<file path="src/rtl/seq_detect_pkg.sv">
// seq_detect_pkg: shared constants, the fill-progress state type and a
// saturating-increment helper for the serial pattern detector.
package seq_detect_pkg;

    localparam int unsigned SEQ_PAT_W_DEFAULT = 5;
    localparam int unsigned SEQ_CNT_W_DEFAULT = 8;
    localparam logic [SEQ_PAT_W_DEFAULT-1:0] SEQ_PAT_DEFAULT = 5'b10101;

    // Progress of the sample window: FILLING until PAT_W bits have been
    // taken since reset/restart, ARMED afterwards.
    typedef enum logic {
        FILLING = 1'b0,
        ARMED   = 1'b1
    } fill_state_e;

    // Returns val+1, or max once val has reached max.
    function automatic logic [31:0] sat_inc(input logic [31:0] val,
                                            input logic [31:0] max);
        return (val >= max) ? max : val + 32'd1;
    endfunction

endpackage

</file>
<file path="src/rtl/seq_shift_window.sv">
// seq_shift_window: PAT_W-bit serial sample window with a saturating fill
// counter that tracks how many bits have been taken since reset/restart.
//
// Ports:
//   clk     rising-edge clock
//   reset   asynchronous active-high reset (window and fill to zero)
//   en      sample enable; in is shifted in only when en=1
//   clr     synchronous clear of window and fill (wins over en)
//   in      serial data bit
//   window  current window contents, newest bit in bit 0
//   full    high when the next enabled bit completes a full window
//           (fill >= PAT_W-1)
module seq_shift_window
    import seq_detect_pkg::*;
#(
    parameter int unsigned PAT_W = SEQ_PAT_W_DEFAULT
)(
    input  logic             clk,
    input  logic             reset,
    input  logic             en,
    input  logic             clr,
    input  logic             in,
    output logic [PAT_W-1:0] window,
    output logic             full
);

    localparam int unsigned        FILL_W    = $clog2(PAT_W + 1);
    localparam logic [FILL_W-1:0]  FILL_MAX  = FILL_W'(PAT_W);
    localparam logic [FILL_W-1:0]  FILL_LAST = FILL_W'(PAT_W - 1);

    logic [PAT_W-1:0]  r_window;
    logic [FILL_W-1:0] r_fill;
    fill_state_e       w_state;

    always_ff @(posedge clk or posedge reset) begin
        if (reset) begin
            r_window <= '0;
            r_fill   <= '0;
        end else if (clr) begin
            r_window <= '0;
            r_fill   <= '0;
        end else if (en) begin
            r_window <= {r_window[PAT_W-2:0], in};
            if (r_fill != FILL_MAX) begin
                r_fill <= r_fill + 1'b1;
            end
        end
    end

    always_comb begin
        w_state = (r_fill == FILL_MAX) ? ARMED : FILLING;
    end

    assign window = r_window;
    assign full   = (w_state == ARMED) || (r_fill == FILL_LAST);

endmodule

</file>
<file path="src/rtl/seq_detect_param.sv">
// seq_detect_param: parametrised serial bit-pattern detector with sample
// enable, one-cycle registered match pulse and a saturating match counter.
//
// Ports:
//   clk        rising-edge clock
//   reset      asynchronous active-high reset
//   en         sample enable; in is consumed only on edges with en=1
//   in         serial data bit (MSB of PATTERN arrives first)
//   clr_cnt    synchronous clear of match_cnt (a coincident match gives 1)
//   out        registered match pulse, one cycle per match
//   match_cnt  saturating match count since reset/clear
//   pat_load   (SEQ_DETECT_PROG_EN only) load pat_val as the pattern and
//              restart the window on the same edge
//   pat_val    (SEQ_DETECT_PROG_EN only) new pattern value
//
// Build option: define SEQ_DETECT_PROG_EN for a runtime-loadable pattern;
// otherwise the pattern is the constant PATTERN.
module seq_detect_param
    import seq_detect_pkg::*;
#(
    parameter int unsigned      PAT_W   = SEQ_PAT_W_DEFAULT,
    parameter logic [PAT_W-1:0] PATTERN = PAT_W'(SEQ_PAT_DEFAULT),
    parameter int unsigned      OVERLAP = 1,
    parameter int unsigned      CNT_W   = SEQ_CNT_W_DEFAULT
)(
    input  logic             clk,
    input  logic             reset,
    input  logic             en,
    input  logic             in,
    input  logic             clr_cnt,
    output logic             out,
    output logic [CNT_W-1:0] match_cnt
`ifdef SEQ_DETECT_PROG_EN
    ,
    input  logic             pat_load,
    input  logic [PAT_W-1:0] pat_val
`endif
);

    localparam logic [31:0] CNT_MAX = 32'((64'd1 << CNT_W) - 64'd1);

    logic [PAT_W-1:0] w_window;
    logic [PAT_W-1:0] w_nxt_window;
    logic [PAT_W-1:0] w_pat;
    logic             w_full;
    logic             w_load;
    logic             w_match;
    logic             w_clr_win;
    logic             r_out;
    logic [CNT_W-1:0] r_cnt;

`ifdef SEQ_DETECT_PROG_EN
    logic [PAT_W-1:0] r_pat;

    always_ff @(posedge clk or posedge reset) begin
        if (reset) begin
            r_pat <= PATTERN;
        end else if (pat_load) begin
            r_pat <= pat_val;
        end
    end

    assign w_pat  = r_pat;
    assign w_load = pat_load;
`else
    assign w_pat  = PATTERN;
    assign w_load = 1'b0;
`endif

    // Non-overlap restart clears the whole window rather than only fill:
    // the next match needs PAT_W fresh bits anyway, so the stale window
    // contents can never be compared and the result is identical.
    assign w_clr_win = w_load || ((OVERLAP == 0) && w_match);

    seq_shift_window #(
        .PAT_W (PAT_W)
    ) u_window (
        .clk    (clk),
        .reset  (reset),
        .en     (en),
        .clr    (w_clr_win),
        .in     (in),
        .window (w_window),
        .full   (w_full)
    );

    // Compare against the window as it will be after this edge's shift.
    assign w_nxt_window = {w_window[PAT_W-2:0], in};
    assign w_match      = en && w_full && (w_nxt_window == w_pat) && !w_load;

    always_ff @(posedge clk or posedge reset) begin
        if (reset) begin
            r_out <= 1'b0;
            r_cnt <= '0;
        end else begin
            r_out <= w_match;
            if (clr_cnt) begin
                r_cnt <= w_match ? CNT_W'(1) : '0;
            end else if (w_match) begin
                r_cnt <= CNT_W'(sat_inc(32'(r_cnt), CNT_MAX));
            end
        end
    end

    assign out       = r_out;
    assign match_cnt = r_cnt;

endmodule

</file>
<file path="config.mk">
export PLATFORM = sky130hd
export DESIGN_NAME = seq_detect_param
export DESIGN_NICKNAME = d
export VERILOG_FILES = /design/src/rtl/seq_detect_pkg.sv /design/src/rtl/seq_shift_window.sv /design/src/rtl/seq_detect_param.sv
export SDC_FILE = /design/constraint.sdc
export NUM_CORES = 1
export LEC_CHECK = 0
export CORE_UTILIZATION = 50
export DETAILED_ROUTE_END_ITERATION = 6
export HOLD_SLACK_MARGIN = 0.15
export PLACE_DENSITY = 0.76
export SYNTH_ARGS = -nofsm -noshare
export SYNTH_HDL_FRONTEND = slang
export SYNTH_SLANG_ARGS = --single-unit
</file>
<file path="constraint.sdc">
create_clock -name clk -period 1.9 [get_ports clk]
set_input_delay 0.285 -clock clk [delete_from_list [all_inputs] [get_ports clk]]
set_output_delay 0.285 -clock clk [all_outputs]
set_load 0.02 [all_outputs]
</file>
==> flow_summary.yaml <==
run_status:
  status: "completed"
worst_setup_path:
  crit_family: "buffers and inverters"
  cp.arrival_ps: 1430
  max_stage_delay_ps: 660
  start_kind: "register"
  critPathKind: "register to output port"
  cp_data_required_time_ps: 1620
  cp-end-kind: "output port"
  path_cells: "clkdlybuf4s50_1"
  cp_num_buf_inv: 1
  cp_max_fo: 9
  worst_path_max_delay_cell: "clkdlybuf4s50_1"
clock_network:
  post_cts_resized: 0
  clockRootBuffer: "clkbuf_4"
  h-tree-depth: 1
  cts_tree: "yes"
  post_cts_buffers: 0
  cts_buffer_depth: 2
  clock-sinks: 16
  clk-insertion-delay-late_ps: 280
  cts-buffers-inserted: 3
  ctsHoldBuffers: 0
  path_clk_slew_ps: 80
drt:
  dr.first_iter.drc_count: 20
  ant_nets: 0
  wire_per_inst_um: 14.5
  drc: 0
  dr.pass1.iters: 4
  totalWireLength_um: 1550
  via_per_inst: 6.21
  vias: 665
synth:
  synth_edf_count: 0
  synth_top_area_cell: "dfrtp_1"
  synth_top_family_by_area: "simple AND/OR/NAND/NOR gates"
  synth_xor_area_share_pct: 1.11
  seq_area_frac_synth_pct: 50.6
  synth_compound_area_share_pct: 14.8
  synthMuxAreaShare_pct: 4.27
  synth-simple-area-share_pct: 18.3
  yosysUniqueCellTypes: 30
  synthesis.area_um2: 792
  synth.area.top_cells: "dfrtp_1 51%, ha_1 4.7%, mux2_2 4.3%"
  syn_nets: 85
  ys.flop_type: "dfrtp_1"
  syn_inst: 77
  yosysWarningCount: 0
  synth_top_area_share_pct: 50.6
  synth_adder_area_share_pct: 4.74
  async_reset_ff_share_pct: 100
  ys_ff_latch: 16
  avgSynthCellArea_um2: 10.3
global_routing:
  grt_overflow: 0
  grt_pass1_wl_um: 2690
  grt_max_degree: 17
  grt_pass1_vias: 633
  gr-usage-all-layers_pct: 20.3
  antenna_found_initial: 0
sta:
  max_clock_freq_mhz: 583
  tightest_slew_ps: 609
  rsz0062_at_grt: "no"
  setup_violations: 0
  slew_viol_final: 0
  slew_headroom_pct: 59.4
  skew_ps: 1.88
  final-hold-violation-count: 0
  fin_crit_sh_pct: 90.3
  period_minus_slack_ps: 1720
finish:
  multi_input_area_um2: 343
  fin_nets: 101
  n_fill_cell: 118
  drive_gt1_share_pct: 13.2
  finalInstanceArea_um2: 951
  regArea_um2: 400
  utilization_pct: 63.9
  syn_to_final_growth_pct: 20.1
  antennaDiodeCount: 0
floorplanning:
  die-height_um: 41.8
  start_util_pct: 53.2
  ios: 14
  coreArea_um2: 1490
  die_x_um: 41.8
  die_area_um2: 1750
  rows: 14
hold_path:
  min_path_type: "input port to async pin"
placement:
  port_buffers: 13
  post-dp-hpwl_um: 1130
  post_dp_cell_area_um2: 928
  place.gp.congestion: 0.814
flow_run:
  cap_violations: 0
power_and_ir_drop:
  power_mw: 0.736
  leakage_nw: 0.401
  ir_drop_mv: 0.734
  power_per_cell_area_nw_per_um2: 774
==> cell type report <==
cell class / count / area share (%)
Clock buffer: 3 / 2.37
Inverter: 5 / 2.11
Multi-Input combinational cell: 52 / 36.1
Sequential cell: 16 / 42.1
Tap cell: 16 / 2.11
Timing Repair Buffer: 15 / 15.3
==> per-stage QoR <==
step           setup TNS (ps)  worst slack [ps]  std cells  hold WS [ps]
6_report                    0               184        107           373
5_1_grt                     0               114        107           425
4_1_cts                     0               179        107           386
3_5_place_dp             -151             -41.6        104           512
3_3_place_gp            -33.7             -33.7        104           494
2_1_floorplan               0               329         77           199
==> sequential cells by signal (all words and copies together), names as in the netlist <==
name / cells
match_cnt: 8
u_window.window: 4
u_window.r_fill: 3
out: 1
==> cell usage after synthesis, types with 2 or more instances <==
cell type,n
a21oi_1,6
a31oi_1,2
dfrtp_1,16
inv_1,4
mux2_2,3
nor2_1,7
ha_1,3
a311oi_1,2
a21oi_2,2
o21ai_0,2
nand3_1,4
nor3_1,6
nand2_1,3
==> metal layers <==
layer / global-route usage (%) / wire (µm) / up-vias
met3: 3.48 / 54 / 6
li1: - / - / 308
met1: 27.6 / 752 / 332
met5: 0 / 0 / -
met2: 30.9 / 713 / 19
met4: 11.0 / 27 / 0
==> report_power, final <==
group | internal, mW | switching [mW]
Combinational | 0.0680 | 0.0679
Sequential | 0.387 | 0.0428
Clock | 0.0735 | 0.0971
Total | 0.529 | 0.208
==> cells by family (layout without fill, tap and decap cells) <==
logic type	after synthesis	count (layout)
AND/OR/NAND/NOR	27	27
AO/OA/AOI/OAI	18	18
flip-flops	16	16
buffers and inverters	9	23
adder cells (fa/ha/maj)	3	3
multiplexers	3	3
XOR/XNOR	1	1
==> layout by cell type (no fill, tap or decap), types with 3 or more instances in the layout <==
master	instances
dfrtp_1	16
clkdlybuf4s50_1	13
nor2_1	7
a21oi_1	6
nor3_1	6
nand3_1	4
inv_1	4
mux2_2	3
nand2_1	3
ha_1	3
clkbuf_4	3
==> path summary, 6_finish.rpt <==
| kind | slack [ps] | end | startpoint | cells past startpoint |
|---|---|---|---|---|
| worst max-delay path | 180 | match_cnt[2] | match_cnt[2] | 1 |
| worst min-delay path | 370 | u_window.window[3] | reset | 2 |
| worst max register to register | 270 | match_cnt[0] | u_window.window[2] | 6 |
| worst min register to register | 520 | u_window.window[2] | u_window.window[1] | 2 |
| max in group asynchronous | 1130 | u_window.r_fill[0] | reset | 2 |
| min in group clk | 520 | u_window.window[2] | u_window.window[1] | 2 |
Power figures use the tool's default switching activity.
